<file path="config.mk">
export PLATFORM = sky130hd
export DESIGN_NAME = fetch_unit
export DESIGN_NICKNAME = d
export VERILOG_FILES = /design/src/rtl/cpu_pkg.sv /design/src/rtl/next_pc_calc.sv /design/src/rtl/fetch_unit.sv
export SDC_FILE = /design/constraint.sdc
export NUM_CORES = 1
export LEC_CHECK = 0
export CAP_MARGIN = 40
export CELL_PAD_IN_SITES_DETAIL_PLACEMENT = 1
export CELL_PAD_IN_SITES_GLOBAL_PLACEMENT = 1
export CORE_MARGIN = 3
export CORE_UTILIZATION = 35
export DETAILED_ROUTE_END_ITERATION = 8
export GPL_TIMING_DRIVEN = 1
export PLACE_DENSITY_LB_ADDON = 0.08
export REMOVE_ABC_BUFFERS = 1
export SLEW_MARGIN = 20
export SYNTH_ARGS = -nofsm -noshare
export SYNTH_HDL_FRONTEND = slang
export SYNTH_HIERARCHICAL = 1
export SYNTH_SLANG_ARGS = --single-unit
</file>
<file path="constraint.sdc">
create_clock -name clk -period 11.5 [get_ports clk]
set_clock_uncertainty 0.1 [all_clocks]
set_input_delay 2.3 -clock clk [delete_from_list [all_inputs] [get_ports clk]]
set_output_delay 2.3 -clock clk [all_outputs]
set_load 0.005 [all_outputs]
</file>
<file path="src/rtl/cpu_pkg.sv">
// cpu_pkg: definitions shared by the fetch front end.
//   OP_*             primary opcodes (instr[31:26]) that fetch must recognise
//   DEFAULT_RESET_PC default first fetch address
//   fetch_state_e    fetch FSM state encoding
//   word_align()     clears the byte-offset bits of an address
package cpu_pkg;

    localparam logic [5:0]  OP_HALT = 6'h3f;
    localparam logic [5:0]  OP_J    = 6'h02;
    localparam logic [5:0]  OP_BEQ  = 6'h04;

    localparam logic [31:0] DEFAULT_RESET_PC = 32'h0000_0000;

    typedef enum logic [1:0] {
        FETCH_REQ    = 2'd0,
        FETCH_VALID  = 2'd1,
        FETCH_HALTED = 2'd2
    } fetch_state_e;

    function automatic logic [31:0] word_align(input logic [31:0] addr);
        return {addr[31:2], 2'b00};
    endfunction

endpackage

</file>
<file path="src/rtl/next_pc_calc.sv">
// next_pc_calc: combinational next-PC selection for a consumed instruction.
//   pc            in  32  address of the consumed instruction
//   jump          in  1   consumed instruction is a jump
//   jump_target   in  26  jump target field
//   branch_taken  in  1   consumed beq resolved taken
//   branch_offset in  16  beq word offset
//   pc_plus4      out 32  pc + 4 (wraps modulo 2^32)
//   next_pc       out 32  word-aligned address to fetch next
module next_pc_calc
    import cpu_pkg::*;
(
    input  logic [31:0] pc,
    input  logic        jump,
    input  logic [25:0] jump_target,
    input  logic        branch_taken,
    input  logic [15:0] branch_offset,
    output logic [31:0] pc_plus4,
    output logic [31:0] next_pc
);

    logic [31:0] branch_disp;
    logic [31:0] target;

    always_comb begin
        pc_plus4    = pc + 32'd4;
        branch_disp = {{14{branch_offset[15]}}, branch_offset, 2'b00};
        // Jump wins over a simultaneously taken branch.
        if (jump) begin
            target = {pc_plus4[31:28], jump_target, 2'b00};
        end else if (branch_taken) begin
            target = pc_plus4 + branch_disp;
        end else begin
            target = pc_plus4;
        end
        next_pc = word_align(target);
    end

endmodule

</file>
<file path="src/rtl/fetch_unit.sv">
// fetch_unit: single-outstanding-request instruction fetch with a one-entry
// instruction register, redirect on jump/branch and a sticky halt.
//   clk, reset    sole clock; synchronous active-high reset
//   imem_req/addr request and word address towards instruction memory
//   imem_ready    imem_rdata valid for the outstanding request
//   stall         consumer not accepting the presented instruction
//   jump/branch   redirect information for the instruction being consumed
//   instr, instr_valid, pc_out, pc_plus4  presented instruction and its PC
//   halted        halt instruction consumed; only reset restarts fetch
module fetch_unit
    import cpu_pkg::*;
#(
    parameter logic [31:0] RESET_PC = DEFAULT_RESET_PC
) (
    input  logic        clk,
    input  logic        reset,
    output logic        imem_req,
    output logic [31:0] imem_addr,
    input  logic        imem_ready,
    input  logic [31:0] imem_rdata,
    input  logic        stall,
    input  logic        jump,
    input  logic [25:0] jump_target,
    input  logic        branch_taken,
    input  logic [15:0] branch_offset,
    output logic [31:0] instr,
    output logic        instr_valid,
    output logic [31:0] pc_out,
    output logic [31:0] pc_plus4,
    output logic        halted
);

    localparam logic [31:0] RESET_PC_ALIGNED = word_align(RESET_PC);

    fetch_state_e state_q, state_d;
    logic [31:0]  pc_q, pc_d;
    logic [31:0]  instr_q, instr_d;
    logic [31:0]  pc_out_q, pc_out_d;
    logic [31:0]  next_pc;

    next_pc_calc u_next_pc_calc (
        .pc            (pc_out_q),
        .jump          (jump),
        .jump_target   (jump_target),
        .branch_taken  (branch_taken),
        .branch_offset (branch_offset),
        .pc_plus4      (pc_plus4),
        .next_pc       (next_pc)
    );

    always_ff @(posedge clk) begin
        if (reset) begin
            state_q  <= FETCH_REQ;
            pc_q     <= RESET_PC_ALIGNED;
            instr_q  <= '0;
            pc_out_q <= RESET_PC_ALIGNED;
        end else begin
            state_q  <= state_d;
            pc_q     <= pc_d;
            instr_q  <= instr_d;
            pc_out_q <= pc_out_d;
        end
    end

    always_comb begin
        state_d  = state_q;
        pc_d     = pc_q;
        instr_d  = instr_q;
        pc_out_d = pc_out_q;
        case (state_q)
            FETCH_REQ: begin
                if (imem_ready) begin
                    instr_d  = imem_rdata;
                    pc_out_d = pc_q;
                    state_d  = FETCH_VALID;
                end
            end
            FETCH_VALID: begin
                if (!stall) begin
                    // Halt overrides any redirect presented with it.
                    if (instr_q[31:26] == OP_HALT) begin
                        state_d = FETCH_HALTED;
                    end else begin
                        pc_d    = next_pc;
                        state_d = FETCH_REQ;
                    end
                end
            end
            FETCH_HALTED: begin
                state_d = FETCH_HALTED;
            end
            default: begin
                state_d = FETCH_REQ;
            end
        endcase
    end

    always_comb begin
        imem_req    = (state_q == FETCH_REQ);
        imem_addr   = pc_q;
        instr       = instr_q;
        instr_valid = (state_q == FETCH_VALID);
        pc_out      = pc_out_q;
        halted      = (state_q == FETCH_HALTED);
    end

endmodule

</file>
==> impl_metrics.tcl, run 1 <==
set metrics [dict create \
    drc 0 \
    cts_resized 0 \
    synth_cell_type_count 59 \
    p_sw_frac 0.290 \
    rows 49 \
    layout.nets 1152 \
    pwr-share-comb 0.203 \
    rsz0062_at_grt "no" \
    grtUsageTotal 0.228 \
    hold_slack_ns 0.354 \
    fp.coreArea_mm2 0.0181 \
    max_freq_mhz 178 \
    use_met2 0.363 \
    met3_usage 0.0727 \
    cp-startpoint "pc_out[4]" \
    avgSynthCellArea_um2 7.64 \
    dp_hpwl_mm 17.5 \
    avgViaCountPerCell 5.20 \
    clockPowerShare 0.370 \
    max_slew_margin 0.534 \
    dr.pass1.iters 7 \
    power_switching_mw 0.246 \
    post_synth_instance_area_mm2 0.00655 \
    finalWeightedCongestion 0.882 \
    synthXorXnorAreaFrac 0.0682 \
    yosys-top-cells-area "dfxtp_1 30%, nand2_1 10%, a21oi_1 8.6%" \
    finalInstanceArea_mm2 0.00905 \
    synthArstFlopShare 0 \
    synth_top_area_cell "dfxtp_1" \
    ir_drop_v 0.0000692 \
    yosysSeqAreaShare 0.300 \
    syn_inst 857 \
    cts_setup_buffers 0 \
    yosys.area_share.simple 0.255 \
    critPathMaxStageDelay_ns 0.61 \
    place_area_mm2 0.00874 \
    post-route-min-period_ns 5.63 \
    path_class "flop to output pin" \
    h-tree-depth 3 \
    reg2reg_depth 15 \
    die_x_um 143 \
    seq_power_share 0.427 \
    worst_r2r_endpoint "imem_addr[27]" \
    fin_crit_sh 0.489 \
    grt_pass1_wl_mm 36.9 \
    leakage_nw 3.45 \
    p_per_area_mw_per_mm2 93.7 \
    slowest_stage "clkdlybuf4s50_1" \
    ys_ff_latch 98 \
    synth_top_family_by_area "simple AND/OR/NAND/NOR gates" \
    cts_made_buffers 9 \
    wirelength_mm 23.6 \
    gr-usage-met1 0.308 \
    regToRegStartpoint "pc_out[2]" \
    ios 211 \
    grt_busiest_layer "met2" \
    antenna_found_initial 0 \
    cell_internal_pwr_mw 0.602 \
    diodes 0 \
    die_area_mm2 0.0204 \
    die-height_um 143 \
    drt-initial-drc-count 230 \
    synth_mux_area_frac 0.0724 \
    synthAdderAreaFrac 0.0719 \
    tightestPinTransition_ns 0.699 \
    cts_tree "built" \
    initial_core_util 0.361 \
    cts.sinks 98 \
    setup_tns_ns 0 \
    setup_viol 0 \
    cts.reportedPaths.clkPinSlew_ns 0.07 \
    synth_edf_count 0 \
    num-fill-cells 2203 \
    ant_nets 0 \
    status "finished clean" \
    path_cells "nand3_1 -> nor2_1 -> nand4_1 -> nor2_1 -> nand3_1 -> xnor2_1 -> clkdlybuf4s50_1" \
    final_common_cell "clkdlybuf4s50_1" \
    cts-root-buf "clkbuf_16" \
    synth_flop_cell "dfxtp_1" \
    required_ns 9.10 \
    critPathCapture "pc_plus4[25]" \
    yosys_warnings 6 \
    grt_pass1_vias 6707 \
    critPathMaxFanout 6 \
    yosys.area.top_type_share 0.300 \
    worstSkewPairLatency_ns 0.36 \
    cts_buffer_depth 2 \
    cts-hold-fix-buffers 0 \
    grt_max_degree 69 \
    worstSetupStartpointType "flop" \
    synth_compound_area_frac 0.178 \
    layout-drive-gt1-share 0.0433 \
    gr-total-overflow 0 \
    worstPathArrival_ns 3.23 \
    end_kind "output pin" \
    drv_slew 0 \
    routedWlPerCell_um 18.6 \
    finalHoldViolCount 0 \
    areaGrowthSynthToFinish_pct 38.2 \
    hold_start "instr[25]" \
    reg2reg_setup_slack_ns 7.05 \
    io_buffers 210 \
    final_cell_mix "208 x clkdlybuf4s50_1, 178 x nand2_1, 112 x a21oi_1" \
    vias 6602 \
    drv_cap 0 \
    hold_path_class "flop to flop" \
]
cells in the mapped netlist, drive strengths merged (7+ instances only):
cell	number
xor2	18
a21oi	112
nand3	21
nand4	11
nand2	178
nor2	37
dfxtp	98
mux2i	44
xnor2	33
o21ai	25
o21bai	7
a21o	14
inv	23
clkbuf	28
ha	36
buf	25
nor3	9
nand2b	66
a221oi	8
per-layer routing:
layer / share of wire / vias up / wire length, um
li1: - / 3272 / -
met1: 0.47 / 3149 / 11000
met4: 0.0081 / 0 / 191
met3: 0.072 / 11 / 1700
met5: 0 / - / 0
met2: 0.45 / 170 / 10700
sequential cells by signal, summed over array words and instances (netlist names):
signal / flops
instr: 32
state_q: 2
pc_out: 32
imem_addr: 32
power groups by stage:
stage	logic (mW)	registers (mW)	clock network, mW
2_1_floorplan	0.0775	0.369	0
4_1_cts	0.173	0.362	0.322
3_5_place_dp	0.172	0.370	0
3_3_place_gp	0.170	0.369	0
6_report	0.172	0.362	0.313
5_1_grt	0.190	0.364	0.334
how the worst min path moves through the flow:
stage / to / slack (ns) / depth (start not counted)
2_1_floorplan: instr[0] / 0.35 / 2
4_1_cts: instr[25] / 0.36 / 2
6_report: instr[25] / 0.35 / 2
5_1_grt: instr[1] / 0.37 / 2
3_3_place_gp: instr[25] / 0.34 / 2
3_5_place_dp: instr[25] / 0.35 / 2
critical path, delay by kind of cell (launching register included):
family,cells,cell delay [ns]
XOR/XNOR,1,0.51
buffers and inverters,1,0.61
flip-flops,1,0.45
AND/OR/NAND/NOR,5,1.30
metrics by stage:
stage	power (mW)	worst slack (ns)	std cells	util
floorplan	0.446	5.30	805	-
global placement	0.540	5.65	1251	0.481
detailed placement	0.542	5.60	1252	0.482
CTS	0.857	5.87	1268	0.498
global route	0.888	5.64	1269	0.499
finish	0.848	5.87	1269	0.499
logic make-up (layout without fill, tap and decap cells):
group	Yosys count	after routing
flip-flops	98	98
adder cells (fa/ha/maj)	37	37
XOR/XNOR	51	51
AO/OA/AOI/OAI	192	192
multiplexers	47	47
buffers and inverters	77	259
AND/OR/NAND/NOR	354	354
other	1	2
cell type report:
| type | count | area [um2] | share of cell area |
|---|---|---|---|
| Tap cell | 229 | 287 | 0.0317 |
| Timing Repair Buffer | 219 | 2170 | 0.239 |
| Inverter | 24 | 90.1 | 0.00996 |
| Clock inverter | 5 | 46.3 | 0.00512 |
| Multi-Input combinational cell | 683 | 4250 | 0.469 |
| Clock buffer | 11 | 253 | 0.0279 |
| Sequential cell | 98 | 1960 | 0.217 |
Power figures use the tool's default switching activity.
==> run 2: changes to the inputs <==
Settings changed: CORE_UTILIZATION 35 to 34.
Clock period 11.5 ns to 5.72 ns, I/O delays scaled along.
==> impl_metrics.tcl, run 2 (synthesized netlist as in run 1, its figures left out) <==
set metrics [dict create \
    drc 0 \
    p_per_area_mw_per_mm2 185 \
    ios 211 \
    crit_family "simple AND/OR/NAND/NOR gates" \
    drv_slew 0 \
    num-fill-cells 2297 \
    hold_path_class "flop to flop" \
    status "finished clean" \
    vias 6649 \
    cell_internal_pwr_mw 1.19 \
    layout.nets 1154 \
    grt_max_degree 68 \
    reg2reg_setup_slack_ns 1.30 \
    max_freq_mhz 225 \
    max_slew_margin 0.524 \
    rsz0062_at_grt "no" \
    h-tree-depth 3 \
    antenna_found_initial 0 \
    seq_power_share 0.431 \
    final_cell_mix "208 x clkdlybuf4s50_1, 178 x nand2_1, 112 x a21oi_1" \
    finalWeightedCongestion 0.879 \
    wirelength_mm 23.8 \
    cts_resized 0 \
    grtUsageTotal 0.227 \
    fin_crit_sh 0.777 \
    finalHoldViolCount 0 \
    cts_made_buffers 9 \
    post-route-min-period_ns 4.45 \
    worstHoldEndpoint "instr[15]" \
    die_x_um 145 \
    hold_start "instr[15]" \
    path_cells "nand3_1 -> nor2_1 -> nand4_1 -> nor2_1 -> nand3_1 -> xnor2_1 -> clkdlybuf4s50_1" \
    drv_cap 0 \
    required_ns 4.48 \
    setup_tns_ns 0 \
    die_area_mm2 0.0210 \
    p_sw_frac 0.295 \
    pwr-share-comb 0.209 \
    io_buffers 210 \
    worst_r2r_endpoint "imem_addr[27]" \
    grt_pass1_vias 6786 \
    critPathMaxFanout 6 \
    path_buf_inv 1 \
    layout-drive-gt1-share 0.0451 \
    tightestPinTransition_ns 0.711 \
    regToRegStartpoint "pc_out[2]" \
    routedWlPerCell_um 18.2 \
    worstSetupStartpointType "flop" \
    cts-root-buf "clkbuf_16" \
    clockPowerShare 0.360 \
    seqCellArea_mm2 0.00196 \
    multi_input_area_mm2 0.00425 \
    die-height_um 145 \
    final_common_cell "clkdlybuf4s50_1" \
    ir_drop_v 0.000141 \
    power_switching_mw 0.499 \
    finalInstanceArea_mm2 0.00915 \
    rows 50 \
    areaGrowthSynthToFinish_pct 39.7 \
    slowest_stage "clkdlybuf4s50_1" \
    cts_buffer_depth 2 \
    path_class "flop to output pin" \
    reg2reg_depth 15 \
    critPathMaxStageDelay_ns 0.63 \
    cts_setup_buffers 0 \
    ant_nets 0 \
    leakage_nw 3.47 \
    drt-initial-drc-count 232 \
    grt_pass1_wl_mm 37.1 \
    worstSkewPairLatency_ns 0.35 \
    gr-total-overflow 0 \
    dr.pass1.iters 5 \
    cts_tree "built" \
    dp_hpwl_mm 18.1 \
    whs_path_depth 2 \
    setup_viol 0 \
    initial_core_util 0.348 \
    diodes 0 \
    worstPathArrival_ns 3.20 \
    end_kind "output pin" \
    avgViaCountPerCell 5.11 \
    cts.reportedPaths.clkPinSlew_ns 0.08 \
    fp.coreArea_mm2 0.0188 \
    cts.sinks 98 \
    cts-hold-fix-buffers 0 \
    place_area_mm2 0.00884 \
]
[run 2: final cells by class]
cell class / count / area share
multi-input combinational: 683 / 0.464
timing repair buffer: 221 / 0.245
sequential: 98 / 0.215
tap: 260 / 0.0356
clock buffer: 9 / 0.0246
inverter: 24 / 0.00985
clock inverter: 7 / 0.00670
[run 2: power by group through the flow]
stage / clock network [mW] / registers, mW / logic [mW]
finish: 0.609 / 0.728 / 0.353
detailed placement: 0 / 0.744 / 0.353
global placement: 0 / 0.743 / 0.346
CTS: 0.631 / 0.728 / 0.355
floorplan: 0 / 0.742 / 0.156
global route: 0.650 / 0.732 / 0.390
[run 2: metrics by stage]
step | util | std cells | power [mW] | setup WS (ns) | hold slack [ns]
2_1_floorplan | - | 805 | 0.897 | 0.680 | 0.347
3_3_place_gp | 0.466 | 1282 | 1.09 | 1.04 | 0.341
3_5_place_dp | 0.470 | 1285 | 1.10 | 0.980 | 0.349
4_1_cts | 0.485 | 1301 | 1.72 | 1.28 | 0.357
5_1_grt | 0.486 | 1302 | 1.77 | 0.956 | 0.373
6_report | 0.486 | 1302 | 1.69 | 1.27 | 0.357
[run 2: worst max path at each step]
stage                                  from             to  slack [ns]  cells past startpoint
final                             pc_out[4]   pc_plus4[25]        1.27                      7
after detailed placement  branch_offset[15]  imem_addr[27]        0.98                     10
after CTS                         pc_out[5]   pc_plus4[25]        1.28                      7
after global routing              pc_out[2]  imem_addr[27]        0.96                     15
after floorplan                  imem_ready       instr[0]        0.68                      3
after global placement    branch_offset[15]  imem_addr[27]        1.04                     10
[run 2: worst min-delay path, cell delays in order, from the launching register on]
cell	delay, ns
dfxtp_1	0.31
nand2_1	0.05
a21oi_1	0.05
[run 2: layer usage]
metal	GRT usage	up-vias	wire (um)
met5	0	-	0
met4	0.0697	0	500
met3	0.0680	25	1860
met2	0.343	183	10300
met1	0.310	3156	11100
li1	-	3285	-
==> run 3: changes to the inputs <==
Clock period 5.72 ns to 4.48 ns, I/O delays scaled along.
==> impl_metrics.tcl, run 3 (synthesized netlist as in run 1, its figures left out) <==
set metrics [dict create \
    finalHoldViolCount 0 \
    place_area_mm2 0.00889 \
    ir_drop_v 0.000189 \
    worst_r2r_endpoint "imem_addr[27]" \
    setup_viol 0 \
    worstPathArrival_ns 3.10 \
    die-height_um 145 \
    cts.reportedPaths.clkPinSlew_ns 0.08 \
    rows 50 \
    io_buffers 210 \
    p_per_area_mw_per_mm2 239 \
    layout.nets 1167 \
    regToRegStartpoint "pc_out[3]" \
    max_freq_mhz 244 \
    multi_input_area_mm2 0.00426 \
    vias 6664 \
    drt-initial-drc-count 176 \
    ant_nets 0 \
    final_common_cell "clkdlybuf4s50_1" \
    clockPowerShare 0.375 \
    antenna_found_initial 0 \
    met3_usage 0.0680 \
    fp.coreArea_mm2 0.0188 \
    grt_pass1_vias 6756 \
    finalWeightedCongestion 0.853 \
    diodes 0 \
    seqCellArea_mm2 0.00196 \
    fin_crit_sh 0.914 \
    drc 0 \
    power_mw 2.21 \
    cts_buffer_depth 2 \
    max_slew_margin 0.528 \
    fin_ws_ns 0.387 \
    grt_max_degree 102 \
    dr.pass1.iters 4 \
    worstSkewPairLatency_ns 0.35 \
    hold_slack_ns 0.357 \
    slowest_stage "clkdlybuf4s50_1" \
    leakage_nw 3.55 \
    cp_common_cell "nand3_1" \
    p_sw_frac 0.286 \
    num-fill-cells 2284 \
    h-tree-depth 3 \
    wirelength_mm 24.1 \
    drv_slew 0 \
    required_ns 3.48 \
    critPathMaxStageDelay_ns 0.58 \
    cell_internal_pwr_mw 1.58 \
    use_met2 0.359 \
    areaGrowthSynthToFinish_pct 41.1 \
    drv_cap 0 \
    ios 211 \
    critPathCapture "pc_plus4[31]" \
    critPathMaxFanout 7 \
    hold_path_class "flop to flop" \
    end_kind "output pin" \
    avgViaCountPerCell 5.07 \
    cts-root-buf "clkbuf_16" \
    die_area_mm2 0.0210 \
    gr-usage-met1 0.313 \
    routedWlPerCell_um 18.3 \
    layout-drive-gt1-share 0.0597 \
    grtUsageTotal 0.231 \
    post-route-min-period_ns 4.09 \
    dp_hpwl_mm 18.5 \
    initial_core_util 0.348 \
    pre_cts_slack_ns 0.207 \
    die_x_um 145 \
    final_cell_mix "208 x clkdlybuf4s50_1, 178 x nand2_1, 112 x a21oi_1" \
    status "finished clean" \
    path_class "flop to output pin" \
    grt_busiest_layer "met2" \
    pwr-share-comb 0.204 \
    cts.sinks 98 \
    cp-startpoint "pc_out[16]" \
    power_switching_mw 0.631 \
    reg2reg_setup_slack_ns 0.42 \
    worstSetupStartpointType "flop" \
    path_cells "nand4_1 -> nor3_1 -> and2_1 -> nand3_1 -> nor2_1 -> nand3_1 -> xnor2_1 -> clkdlybuf4s50_1" \
    finalInstanceArea_mm2 0.00924 \
    tightestPinTransition_ns 0.709 \
    cts_tree "built" \
    cts_setup_buffers 0 \
    cts_made_buffers 9 \
    seq_power_share 0.421 \
    reg2reg_depth 15 \
    post-route-util 0.491 \
    grt_pass1_wl_mm 37.7 \
    gr-total-overflow 0 \
]
## run 3: timing repair
action	CTS	global route
gates resized for setup	0	3
setup endpoints to repair	0	4
hold buffers	0	0
hold endpoints to repair	0	0
## run 3: power by group through the flow
stage                     logic [mW]  clock network [mW]  registers [mW]
after floorplan                0.199                   0           0.947
after global placement         0.447                   0           0.949
after detailed placement       0.449                   0           0.950
after CTS                      0.452               0.854           0.930
after global routing           0.498               0.886           0.935
final                          0.451               0.827           0.930
## run 3: worst min path at each step
stage / to / depth (start not counted) / slack (ns) / startpoint
final: instr[5] / 2 / 0.36 / instr[5]
after global routing: instr[5] / 2 / 0.37 / instr[5]
after CTS: instr[5] / 2 / 0.36 / instr[5]
after detailed placement: instr[25] / 2 / 0.35 / instr[25]
after global placement: instr[25] / 2 / 0.34 / instr[25]
after floorplan: instr[0] / 2 / 0.35 / instr[0]
## run 3: worst max-delay path: cells and delay by family, from the launching register on
family	cells	cell delay, ns
flops	1	0.52
buf+inv	1	0.58
simple gates	6	1.30
xor+xnor	1	0.35
## run 3: layout make-up
class	count	area share
Clock buffer	9	0.0244
Clock inverter	7	0.00934
Inverter	24	0.00975
Multi-Input combinational cell	683	0.461
Sequential cell	98	0.212
Tap cell	260	0.0352
Timing Repair Buffer	234	0.248
## run 3: layer usage
metal  vias to the layer above  share of wire
met5                         -              0
met4                         0          0.017
met3                        25          0.074
met2                       179           0.44
met1                      3151           0.46
li1                       3309              -
## run 3: through the flow
step	std cells	TNS, ns
detailed placement	1298	0
global route	1315	-0.00759
finish	1315	0
CTS	1314	0
floorplan	805	-20.11
global placement	1298	0
